<file path="src/rtl/jtcps15_snd_pkg.sv">
// ============================================================================
// jtcps15_snd_pkg : shared types/constants for the CPS1.5 sound ROM arbiter
// Rev 1.0
// ============================================================================
`default_nettype none

package jtcps15_snd_pkg;

  typedef enum logic [1:0] {
    IDLE     = 2'd0,
    Z80_BUSY = 2'd1,
    QS_BUSY  = 2'd2
  } state_e;

  localparam int          STARVE_W        = 3;
  localparam logic [22:0] Z80_OFFSET_DEF  = 23'h000000;
  localparam logic [22:0] QSND_OFFSET_DEF = 23'h080000;

endpackage

`default_nettype wire

</file>
<file path="src/rtl/jtcps15_snd_cache.sv">
// ============================================================================
// jtcps15_snd_cache : one-entry read cache (tag, byte, valid)
// Rev 1.0
// ============================================================================
`default_nettype none

module jtcps15_snd_cache
  import jtcps15_snd_pkg::*;
#(
  parameter int AW = 19
) (
  input  logic          clk,
  input  logic          rst,
  input  logic          flush,
  input  logic          cs,
  input  logic [AW-1:0] addr,
  input  logic          fill,
  input  logic [AW-1:0] fill_addr,
  input  logic [7:0]    fill_data,
  output logic [7:0]    data,
  output logic          ok
);

  logic          valid_q;
  logic [AW-1:0] tag_q;
  logic [7:0]    data_q;

  always_ff @(posedge clk) begin
    if (rst) begin
      valid_q <= 1'b0;
      tag_q   <= '0;
      data_q  <= 8'h00;
    end else begin
      if (fill) begin
        tag_q  <= fill_addr;
        data_q <= fill_data;
      end
      // a fill landing together with flush must not leave a valid entry
      valid_q <= (valid_q | fill) & ~flush;
    end
  end

  assign data = data_q;
  assign ok   = cs & valid_q & (addr == tag_q);

endmodule

`default_nettype wire

</file>
<file path="src/rtl/jtcps15_sndrom_arb.sv">
// ============================================================================
// jtcps15_sndrom_arb : Z80 / QSound ROM arbiter onto one SDRAM read port
// Rev 1.0
// ============================================================================
`default_nettype none

module jtcps15_sndrom_arb
  import jtcps15_snd_pkg::*;
#(
  parameter logic [22:0] Z80_OFFSET  = Z80_OFFSET_DEF,
  parameter logic [22:0] QSND_OFFSET = QSND_OFFSET_DEF,
  parameter int          STARVE      = 3
) (
  input  logic        clk,
  input  logic        rst,
  input  logic        flush,
  input  logic        z80_cs,
  input  logic [18:0] z80_addr,
  output logic [7:0]  z80_data,
  output logic        z80_ok,
  input  logic        qsnd_cs,
  input  logic [22:0] qsnd_addr,
  output logic [7:0]  qsnd_data,
  output logic        qsnd_ok,
  output logic        sdram_cs,
  output logic [22:0] sdram_addr,
  input  logic [7:0]  sdram_data,
  input  logic        sdram_ok
);

  localparam logic [STARVE_W-1:0] STARVE_LIM = STARVE_W'(STARVE);

  state_e              state_q, state_d;
  logic [STARVE_W-1:0] starve_q, starve_d;
  logic [22:0]         lat_q, lat_d;
  logic [22:0]         sdram_addr_q, sdram_addr_d;
  logic                sdram_cs_q, sdram_cs_d;

  logic z80_miss, qs_miss;
  logic z80_fill, qs_fill;
  logic grant_z, grant_q;

  assign z80_miss = z80_cs & ~z80_ok;
  assign qs_miss  = qsnd_cs & ~qsnd_ok;

  always_ff @(posedge clk) begin
    if (rst) begin
      state_q      <= IDLE;
      starve_q     <= '0;
      lat_q        <= '0;
      sdram_addr_q <= '0;
      sdram_cs_q   <= 1'b0;
    end else begin
      state_q      <= state_d;
      starve_q     <= starve_d;
      lat_q        <= lat_d;
      sdram_addr_q <= sdram_addr_d;
      sdram_cs_q   <= sdram_cs_d;
    end
  end

  always_comb begin
    state_d      = state_q;
    lat_d        = lat_q;
    sdram_addr_d = sdram_addr_q;
    sdram_cs_d   = sdram_cs_q;
    z80_fill     = 1'b0;
    qs_fill      = 1'b0;
    grant_z      = 1'b0;
    grant_q      = 1'b0;
    case (state_q)
      IDLE: begin
        // Z80 wins ties until QSound has waited STARVE Z80 grants
        if (z80_miss && (!qs_miss || starve_q != STARVE_LIM)) begin
          grant_z      = 1'b1;
          state_d      = Z80_BUSY;
          lat_d        = {4'd0, z80_addr};
          sdram_addr_d = {4'd0, z80_addr} + Z80_OFFSET;
          sdram_cs_d   = 1'b1;
        end else if (qs_miss) begin
          grant_q      = 1'b1;
          state_d      = QS_BUSY;
          lat_d        = qsnd_addr;
          sdram_addr_d = qsnd_addr + QSND_OFFSET;
          sdram_cs_d   = 1'b1;
        end
      end
      Z80_BUSY: begin
        if (sdram_ok) begin
          z80_fill   = 1'b1;
          state_d    = IDLE;
          sdram_cs_d = 1'b0;
        end
      end
      QS_BUSY: begin
        if (sdram_ok) begin
          qs_fill    = 1'b1;
          state_d    = IDLE;
          sdram_cs_d = 1'b0;
        end
      end
      default: begin
        state_d    = IDLE;
        sdram_cs_d = 1'b0;
      end
    endcase
  end

  always_comb begin
    starve_d = starve_q;
    if (!qs_miss || grant_q) begin
      starve_d = '0;
    end else if (grant_z && starve_q != '1) begin
      starve_d = starve_q + 1'b1;
    end
  end

  assign sdram_cs   = sdram_cs_q;
  assign sdram_addr = sdram_addr_q;

  jtcps15_snd_cache #(.AW(19)) u_z80_cache (
    .clk       (clk),
    .rst       (rst),
    .flush     (flush),
    .cs        (z80_cs),
    .addr      (z80_addr),
    .fill      (z80_fill),
    .fill_addr (lat_q[18:0]),
    .fill_data (sdram_data),
    .data      (z80_data),
    .ok        (z80_ok)
  );

  jtcps15_snd_cache #(.AW(23)) u_qs_cache (
    .clk       (clk),
    .rst       (rst),
    .flush     (flush),
    .cs        (qsnd_cs),
    .addr      (qsnd_addr),
    .fill      (qs_fill),
    .fill_addr (lat_q),
    .fill_data (sdram_data),
    .data      (qsnd_data),
    .ok        (qsnd_ok)
  );

endmodule

`default_nettype wire

</file>
<file path="config.mk">
export PLATFORM = sky130hd
export DESIGN_NAME = jtcps15_sndrom_arb
export DESIGN_NICKNAME = d
export VERILOG_FILES = /design/src/rtl/jtcps15_snd_pkg.sv /design/src/rtl/jtcps15_snd_cache.sv /design/src/rtl/jtcps15_sndrom_arb.sv
export SDC_FILE = /design/constraint.sdc
export NUM_CORES = 1
export LEC_CHECK = 0
export ABC_CLOCK_PERIOD_IN_PS = 5500
export CAP_MARGIN = 25
export CORE_ASPECT_RATIO = 1.5
export CORE_MARGIN = 8
export CORE_UTILIZATION = 55
export DETAILED_ROUTE_END_ITERATION = 7
export PLACE_DENSITY = 0.93
export SLEW_MARGIN = 5
export SYNTH_ARGS = -nofsm -noshare
export SYNTH_HDL_FRONTEND = slang
export SYNTH_SLANG_ARGS = --single-unit
</file>
<file path="constraint.sdc">
create_clock -name clk -period 5.5 [get_ports clk]
set_input_delay 0.55 -clock clk [delete_from_list [all_inputs] [get_ports clk]]
set_output_delay 0.55 -clock clk [all_outputs]
set_load 0.1 [all_outputs]
</file>
# Word-level counts from Yosys, hierarchy flattened

Index checks and enable logic that the tools add are counted.

Flip-flop bits (word level): 112
Latch bits: 0
Bits in writable memories: 0
Memory bits (read-only): 0
Output and inout bits: 42
Memories kept: 0

Add/subtract/negate cells: 2
Multipliers: 0
Div/mod/pow operators: 0
Order comparisons: 0
Equal/unequal tests: 8
Shifts and indexed selects: 0
Mux-type cells: 20
Bitwise operators: 13
Reduce and logical (&&, ||, !) cells: 11

Operator list:

| cell                                                                  | count |
|---|---|
| 23-bit 2-to-1 mux                                                     | 4 |
| 23-bit by 20-bit adder with 23-bit output, second input constant      | 1 |
| 23-bit equality test                                                  | 1 |
| 19-bit equality test                                                  | 1 |
| 1-bit 2-to-1 mux                                                      | 11 |
| 1-bit bitwise AND                                                     | 8 |
| 2-bit 2-to-1 mux                                                      | 3 |
| 3-bit != test, second input constant                                  | 2 |
| 2-bit one-hot mux with 2 select lines                                 | 1 |
| 2-bit AND reduction                                                   | 2 |
| 2-bit OR reduction                                                    | 2 |
| 3-bit by 1-bit adder with 3-bit output, second input constant         | 1 |
| 3-bit by 2-bit != test with 1-bit output, second input constant       | 1 |
| 1-bit NOT                                                             | 3 |
| 2-bit by 1-bit equality test with 1-bit output, second input constant | 1 |
| 2-bit equality test, second input constant                            | 1 |
| 1-bit logical AND                                                     | 2 |
| 2-bit logical NOT                                                     | 1 |
| 1-bit logical OR                                                      | 2 |
| 2-bit by 1-bit != test with 1-bit output, second input constant       | 1 |
| 1-bit bitwise OR                                                      | 2 |
| 1-bit one-hot mux with 2 select lines                                 | 1 |
| 2-bit nonzero test                                                    | 1 |
| 1-bit logical NOT                                                     | 1 |

# Longest topological paths before layout

Gate-level depths: netlist (run 1).

Depth in word-level cells: 11
Gate-level depth with buffers: 8
Gate-level depth less buffers: 6

# Modules after synthesis

A second synthesis (run 1) with hierarchy kept.

Cell total of the unflattened synthesis: 454
Area, all modules: 4,357.9 µm²

Modules (own cells, without submodules):

| module                          | instances | cells each | area an instance (µm²) | sequential area each (µm²) |
|---|---|---|---|---|
| jtcps15_sndrom_arb              | 1         | 203        | 1,800.5                | 660.6 |
| jtcps15_snd_cache (u_qs_cache)  | 1         | 135        | 1,373.8                | 640.6 |
| jtcps15_snd_cache (u_z80_cache) | 1         | 116        | 1,183.6                | 560.5 |

# Worst setup path after synthesis (run 1)

No wires, ideal clock.

Path type: input port to output port
From: input qsnd_addr[7]
To: output qsnd_ok
Arrival: 2.560 ns
Path slack: 2.390 ns
Stages: 4
Buffers on the path: 0
Path through: xnor2_1 nand2_1 or4_4 nor2_1

Longest elaborated chain between the ends: 2

Ends and longest elaborated chain:

| item                 | RTL line                 | text |
|---|---|---|
| start, declared      | jtcps15_sndrom_arb.sv:22 | `input logic [22:0] qsnd_addr,` |
| 23-bit equality test | jtcps15_snd_cache.sv:44  | `assign ok = cs & valid_q & (addr == tag_q);` |
| 1-bit bitwise AND    | jtcps15_snd_cache.sv:44  |  |
| end, declared        | jtcps15_sndrom_arb.sv:24 | `output logic qsnd_ok,` |

No other way between the ends.

# Worst setup path after layout (run 1)

From: input qsnd_addr[21]
To: output qsnd_ok

Same word-level chain as after synthesis.

==> qor.csv, run 1 <==
stage;metric;value;unit
routing;wire length on met2;7530;um
floorplanning;Die Span Y;126;um
floorplanning;Initial Util;56.0;%
routing;Pre-Repair DR Iteration Count;7;
grt;largest net degree at the start of global routing;86;
timing;Max Clock Skew;0.00472;ns
setup_path;most used cell, CP;clkdlybuf4s50_1;
timing;Fin Setup TNS;0;ns
min_path;Hold EP;u_qs_cache.data[5]$_SDFFE_PP0P_;
synth;Compound-Gate Fraction of Synth Area;17.6;%
clock_network;post-cts sizing count;0;
timing;fin crit period;4.01;ns
setup_path;CP Class;input port to output port;
clock_network;CTS tree;yes;
synth;Post-synth ARST share;0;%
setup_path;path depth of the worst reg2reg path;6;
timing;FMAX;0.250;GHz
routing;uppermost layer routed;met4;
setup_path;CP max FO;4;
setup_path;FF-to-FF Start;u_z80_cache.tag_q[4]$_SDFFE_PP0P_;
finish;final instance area;5650;um^2
synth;Syn Area/Cell;8.12;um^2
floorplanning;total core area;7960;um^2
synth;area leader, netlist;dfxtp_1;
power_and_ir_drop;worst vdd ir;0.259;mV
setup_path;CP peak stage delay;1.16;ns
clock_network;postcts setup bufs;0;
clock_network;Clock Pin Slew Worst Setup and Hold Paths;0.06;ns
setup_path;Critical Path Slowest Stage Cell;clkdlybuf4s50_1;
routing;Routed Antenna Nets;0;
routing;Vias;4605;
place;PortBufs;97;
routing;DRC viols;0;
finish;share of cells above drive strength 1;5.20;%
timing;Hold Vio Cnt, Final;0;
min_path;hold path startpoint;u_qs_cache.data[5]$_SDFFE_PP0P_;
synth;synth unique cells;46;
synth;simple-gate share of the synthesized area;22.5;%
place;DP HPWL;9690;um
place;Post-DP Area;5320;um^2
grt;Total GRT Usage;26.0;%
synth;synthesized flop and latch total;93;
synth;Top FF cell, synth;dfxtp_1;
min_path;worst hold path type;register to register;
timing;fin crit share;72.9;%
floorplanning;I/O Pins;98;
min_path;Hold Path Depth;2;
power_and_ir_drop;Pleak;1.94;nW
synth;Yosys warning count;0;
setup_path;CP cell instances;clkdlybuf4s50_1, xnor2_1, nand4_1, or4_4, nor2_1, clkdlybuf4s50_1;
power_and_ir_drop;Pwr per Cell Area;329;nW/um^2
finish;synthesis-to-finish area growth;26.7;%
run_status;outcome;complete, no violations;
timing;slew of the pin with the lowest slew margin;1.06;ns
place;pre-CTS setup slack;1.65;ns
routing;M1 wire length;5200;um
routing;wire length on met3;1260;um
routing;via/cell ratio;6.40;
timing;RSZ-0062 raised after global routing;no;
grt;initial antenna violation count;0;
synth;multiplexer share of the synthesized area;0;%
timing;Min Hold Slack;0.456;ns
synth;top post-synthesis cells by area;dfxtp_1, nand2_1, a21oi_1, xnor2_1, xor2_1;
flow_run;MaxCap Viol Count;0;
setup_path;Reg2Reg Setup Slack;2.65;ns
finish;fillcell total;577;
synth;Mapped Cells;549;
timing;final setup vio count;0;
place;RePlAce Congestion;0.921;
setup_path;reg2reg end;state_q[0]$_SDFFE_PP0P_;
setup_path;startpoint types;input port;
finish;final core occ;71.0;%
synth;register area share after synthesis;41.8;%
synth;largest family of logic cells by synthesized area;simple AND/OR/NAND/NOR gates;
synth;top cell type's share of synthesized area;41.8;%
timing;final worst slack;1.49;ns
floorplanning;num rows;40;
timing;Slew Viols, Final;0;
clock_network;Clock Tree Root;clkbuf_16;
floorplanning;Horiz. Die Dim;89.5;um
synth;Synth Area in Adders;1.97;%
synth;syn_nets;612;
clock_network;Sink Count;93;
finish;# diodes;0;
finish;most common cell after layout, fill and taps aside;nand2_1;
routing;WL per Instance;20.5;um
synth;synthesized area;4460;um^2
finish;most frequent cells in the layout;nand2_1, clkdlybuf4s50_1, dfxtp_1, a21oi_1;
synth;xor/xnor share of the synthesized area;8.65;%
clock_network;Post-CTS Hold Buffers;0;
clock_network;worst-skew pair later-pin latency;0.34;ns
grt;GRT overflow;0;
setup_path;worst endpoint required time;4.95;ns
clock_network;CTS max path bufs;2;
clock_network;CTS Buf Count;9;
routing;First DRT Iteration DRCs;622;
synth;number of synthesized flops with an enable pin;0;
setup_path;crit path capture type;output port;
floorplanning;die area;11300;um^2
routing;WL final;14800;um
finish;Final nets;674;
grt;first-pass GRT wire length;22800;um
setup_path;critical path arrival;3.46;ns
timing;slew margin rel.;29.4;%
clock_network;H-tree Lvls;3;
grt;vias in the first global route;4641;
-- kinds of logic (layout without fill, tap and decap cells) --
family / after synthesis / after routing
xor gates and xnor gates: 44 / 44
and+or+nand+nor: 220 / 220
adders and majority gates: 7 / 7
buffers and inverters: 62 / 128
AOI/OAI and AO/OA: 123 / 123
DFF: 93 / 93
-- routing by layer --
layer	track usage, %	vias up
li1	-	2016
met1	28.3	2189
met2	43.8	322
met3	5.14	78
met4	16.8	0
met5	0	-
-- worst max-delay path: cells and delay by family --
family	cells	cell delay [ns]
xor+xnor	1	0.41
simple gates	3	0.81
buf+inv	2	1.68
-- Yosys cell counts (2+ instances only) --
cell type / n
xor2_1: 20
ha_1: 7
buf_4: 21
o21ai_0: 20
nand4_1: 12
buf_2: 5
nor3_1: 24
a211o_1: 2
inv_1: 8
a21oi_1: 61
o311ai_0: 2
a311oi_1: 19
buf_6: 2
nand2b_1: 2
nand2_1: 132
and2_1: 2
clkbuf_1: 24
a22o_1: 8
nor4_1: 7
a31oi_1: 2
nor2_1: 6
dfxtp_1: 93
xnor2_1: 24
nand3_1: 23
o211ai_1: 2
-- power by group --
group | internal [mW] | switching (mW)
sequential | 0.708 | 0.0324
clock | 0.406 | 0.257
combinational | 0.133 | 0.324
total | 1.25 | 0.614
-- state kept, by name (all words and copies together), names as in the netlist, 2 cells and up --
register           cells
lat_q                 23
u_qs_cache.tag_q      23
u_z80_cache.tag_q     19
u_qs_cache.data        8
u_z80_cache.data       8
sdram_addr             4
starve_q               3
state_q                2
-- worst max path at each step --
stage / depth (start not counted) / slack [ns] / endpoint / startpoint
after floorplan: 4 / 2.39 / qsnd_ok / qsnd_addr[7]
after global placement: 6 / 1.72 / qsnd_ok / qsnd_addr[8]
after detailed placement: 6 / 1.65 / qsnd_ok / qsnd_addr[20]
after CTS: 6 / 1.60 / qsnd_ok / qsnd_addr[21]
after global routing: 6 / 1.50 / qsnd_ok / qsnd_addr[21]
final: 6 / 1.49 / qsnd_ok / qsnd_addr[21]
-- through the flow --
stage | instances | total power, mW
detailed placement | 704 | 1.20
floorplan | 549 | 1.08
finish | 720 | 1.86
CTS | 719 | 1.85
global placement | 702 | 1.18
global route | 720 | 1.90
-- area by class of cell --
| class | count | area (um^2) | area share (%) |
|---|---|---|---|
| Sequential cell | 93 | 1860 | 33.0 |
| Tap cell | 105 | 131 | 2.33 |
| Clock buffer | 10 | 239 | 4.23 |
| Inverter | 8 | 30.0 | 0.532 |
| Multi-Input combinational cell | 394 | 2260 | 40.0 |
| Clock inverter | 5 | 75.1 | 1.33 |
| Timing Repair Buffer | 105 | 1050 | 18.6 |
No activity file was read; power rests on OpenSTA's default activity.
==> run 2, diff against run 1 <==
- ABC_CLOCK_PERIOD_IN_PS: 5500 -> 4000
- CORE_UTILIZATION: 55 -> 51
- PLACE_DENSITY: 0.93 -> 0.87
- clock period: 5.5 -> 4 ns (I/O delays scaled with it)
==> run 2 against run 1 <==
Wire length decreased by 7.6%. Clock skew increased by 0.0036 ns. Sequential share of layout area shrank 0.23 points. Die area grew 6.6%. Via count shrank 6.3%. Global-route usage decreased by 3.8 points. Setup slack worse by 0.37 ns. First-iteration DRC count decreased by 26%. Cell count rose by 0.97%. Critical endpoint is now lat_q[18]$_SDFFE_PP0P_. Critical path type is now input port to register. Sequential power up 38%. Non-clock buffer count up 1.
==> qor.csv, run 2 (synthesis gave the netlist of run 1 again) <==
stage;metric;value;unit
floorplanning;num rows;42;
routing;First DRT Iteration DRCs;462;
power_and_ir_drop;internal power;1.72;mW
clock_network;Post-CTS Hold Buffers;0;
power_and_ir_drop;Pwr per Cell Area;451;nW/um^2
finish;most frequent cells in the layout;nand2_1, clkdlybuf4s50_1, dfxtp_1, a21oi_1;
clock_network;CTS Buf Count;9;
grt;first-pass GRT wire length;21300;um
power_and_ir_drop;Pleak;1.95;nW
power_and_ir_drop;clock share of power;36.1;%
finish;final core occ;65.6;%
min_path;worst hold path type;input port to register;
setup_path;reg2reg end;lat_q[15]$_SDFFE_PP0P_;
clock_network;worst-skew pair later-pin latency;0.35;ns
setup_path;FF-to-FF Start;u_z80_cache.tag_q[14]$_SDFFE_PP0P_;
setup_path;critical path arrival;3.06;ns
setup_path;path depth of the worst reg2reg path;6;
place;RePlAce Congestion;0.903;
timing;Hold Vio Cnt, Final;0;
power_and_ir_drop;Psw;843;uW
finish;post-route non-filler standard cell count;727;
flow_run;MaxCap Viol Count;0;
run_status;outcome;complete, no violations;
clock_network;H-tree Lvls;3;
grt;initial antenna violation count;0;
finish;share of cells above drive strength 1;5.83;%
floorplanning;Initial Util;51.4;%
setup_path;worst endpoint required time;4.18;ns
power_and_ir_drop;Switching Share;32.9;%
timing;Slew Viols, Final;0;
clock_network;Clock Pin Slew Worst Setup and Hold Paths;0.07;ns
finish;# diodes;0;
timing;fin crit period;2.88;ns
setup_path;Critical Path Slowest Stage Cell;or2_1;
power_and_ir_drop;combinational group share of total power;24.2;%
floorplanning;die area;12000;um^2
clock_network;Sink Count;93;
routing;DRC viols;0;
timing;slew margin rel.;31.5;%
floorplanning;total core area;8670;um^2
power_and_ir_drop;sequential power share;39.7;%
setup_path;Worst Setup EP;lat_q[18]$_SDFFE_PP0P_;
routing;Pre-Repair DR Iteration Count;5;
grt;largest net degree at the start of global routing;72;
place;PortBufs;97;
finish;most common cell after layout, fill and taps aside;nand2_1;
setup_path;CP Class;input port to register;
routing;WL final;13600;um
timing;slew of the pin with the lowest slew margin;1.02;ns
place;DP HPWL;9760;um
timing;RSZ-0062 raised after global routing;no;
clock_network;Clock Tree Root;clkbuf_16;
setup_path;critical path depth in cells;7;
setup_path;CP max FO;19;
grt;vias in the first global route;4243;
floorplanning;Horiz. Die Dim;92.3;um
timing;Max Clock Skew;0.00834;ns
power_and_ir_drop;worst vdd ir;0.256;mV
grt;Total GRT Usage;22.2;%
routing;Vias;4313;
clock_network;CTS max path bufs;2;
finish;fillcell total;733;
clock_network;CTS tree;yes;
timing;final setup vio count;0;
setup_path;CP peak stage delay;0.65;ns
timing;Fin Setup TNS;0;ns
finish;Final nets;675;
routing;Routed Antenna Nets;0;
finish;synthesis-to-finish area growth;27.6;%
grt;GRT overflow;0;
floorplanning;I/O Pins;98;
setup_path;crit path capture type;register;
setup_path;CP cell instances;clkdlybuf4s50_1, xor2_1, and4b_1, and4_1, a21oi_2, or2_1, a311oi_1;
floorplanning;Die Span Y;130;um
place;placed insts;710;
routing;WL per Instance;18.8;um
clock_network;post-cts sizing count;0;
timing;FMAX;0.347;GHz
routing;via/cell ratio;5.93;
clock_network;postcts setup bufs;0;
setup_path;CP delay by family, top;simple AND/OR/NAND/NOR gates;
timing;fin crit share;72.0;%
finish;Regs by FF count;lat_q x23, u_qs_cache.tag_q x23, u_z80_cache.tag_q x19;
setup_path;Reg2Reg Setup Slack;1.38;ns
setup_path;Setup crit start;qsnd_addr[19];
setup_path;startpoint types;input port;
setup_path;Worst Path Buf+Inv;1;
## run 2: cell types whose count changed in the layout (fill, tap and decap cells not counted)
cell	change
clkinv_2	-1
buf_4	+2
clkdlybuf4s50_1	-2
clkinvlp_4	+1
buf_16	+1
clkinv_4	+1
## run 2: per-layer routing
layer	up-vias	share of wire, %	track usage (%)
li1	2015	-	-
met1	2058	38	24.3
met2	195	52	39.1
met3	45	6.1	4.80
met4	0	3.8	12.5
met5	-	0	0
## run 2: area by class of cell
class	instances	area (um^2)	area share, %
timing repair buffer	106	1070	18.8
tap	110	138	2.42
inverter	8	30.0	0.528
clock buffer	10	239	4.20
clock inverter	6	86.3	1.52
sequential	93	1860	32.7
multi-input combinational	394	2260	39.8
## run 2: worst min path at each step
stage,start,endpoint,cells after the start
after floorplan,lat_q[19]$_SDFFE_PP0P_,u_qs_cache.tag_q[19]$_SDFFE_PP0P_,2
after global placement,u_qs_cache.data[4]$_SDFFE_PP0P_,u_qs_cache.data[4]$_SDFFE_PP0P_,2
after detailed placement,u_z80_cache.data[1]$_SDFFE_PP0P_,u_z80_cache.data[1]$_SDFFE_PP0P_,2
after CTS,rst,lat_q[7]$_SDFFE_PP0P_,2
after global routing,rst,lat_q[4]$_SDFFE_PP0P_,2
final,rst,lat_q[3]$_SDFFE_PP0P_,2
## run 2: stage by stage
stage                     hold slack, ns  power, mW  worst slack [ns]  area, um^2
after global placement             0.442       1.63             0.948        5290
after floorplan                    0.432       1.48              1.19        4460
after detailed placement           0.448       1.65             0.872        5350
after CTS                          0.427       2.56              1.19        5670
after global routing               0.474       2.65              1.00        5690
final                              0.444       2.57              1.12        5690
## run 2: power by group through the flow
stage | registers (mW) | clock network (mW) | logic (mW)
finish | 1.02 | 0.927 | 0.621
global route | 1.02 | 0.977 | 0.649
CTS | 1.02 | 0.931 | 0.615
detailed placement | 1.04 | 0 | 0.612
global placement | 1.04 | 0 | 0.597
floorplan | 1.09 | 0 | 0.392
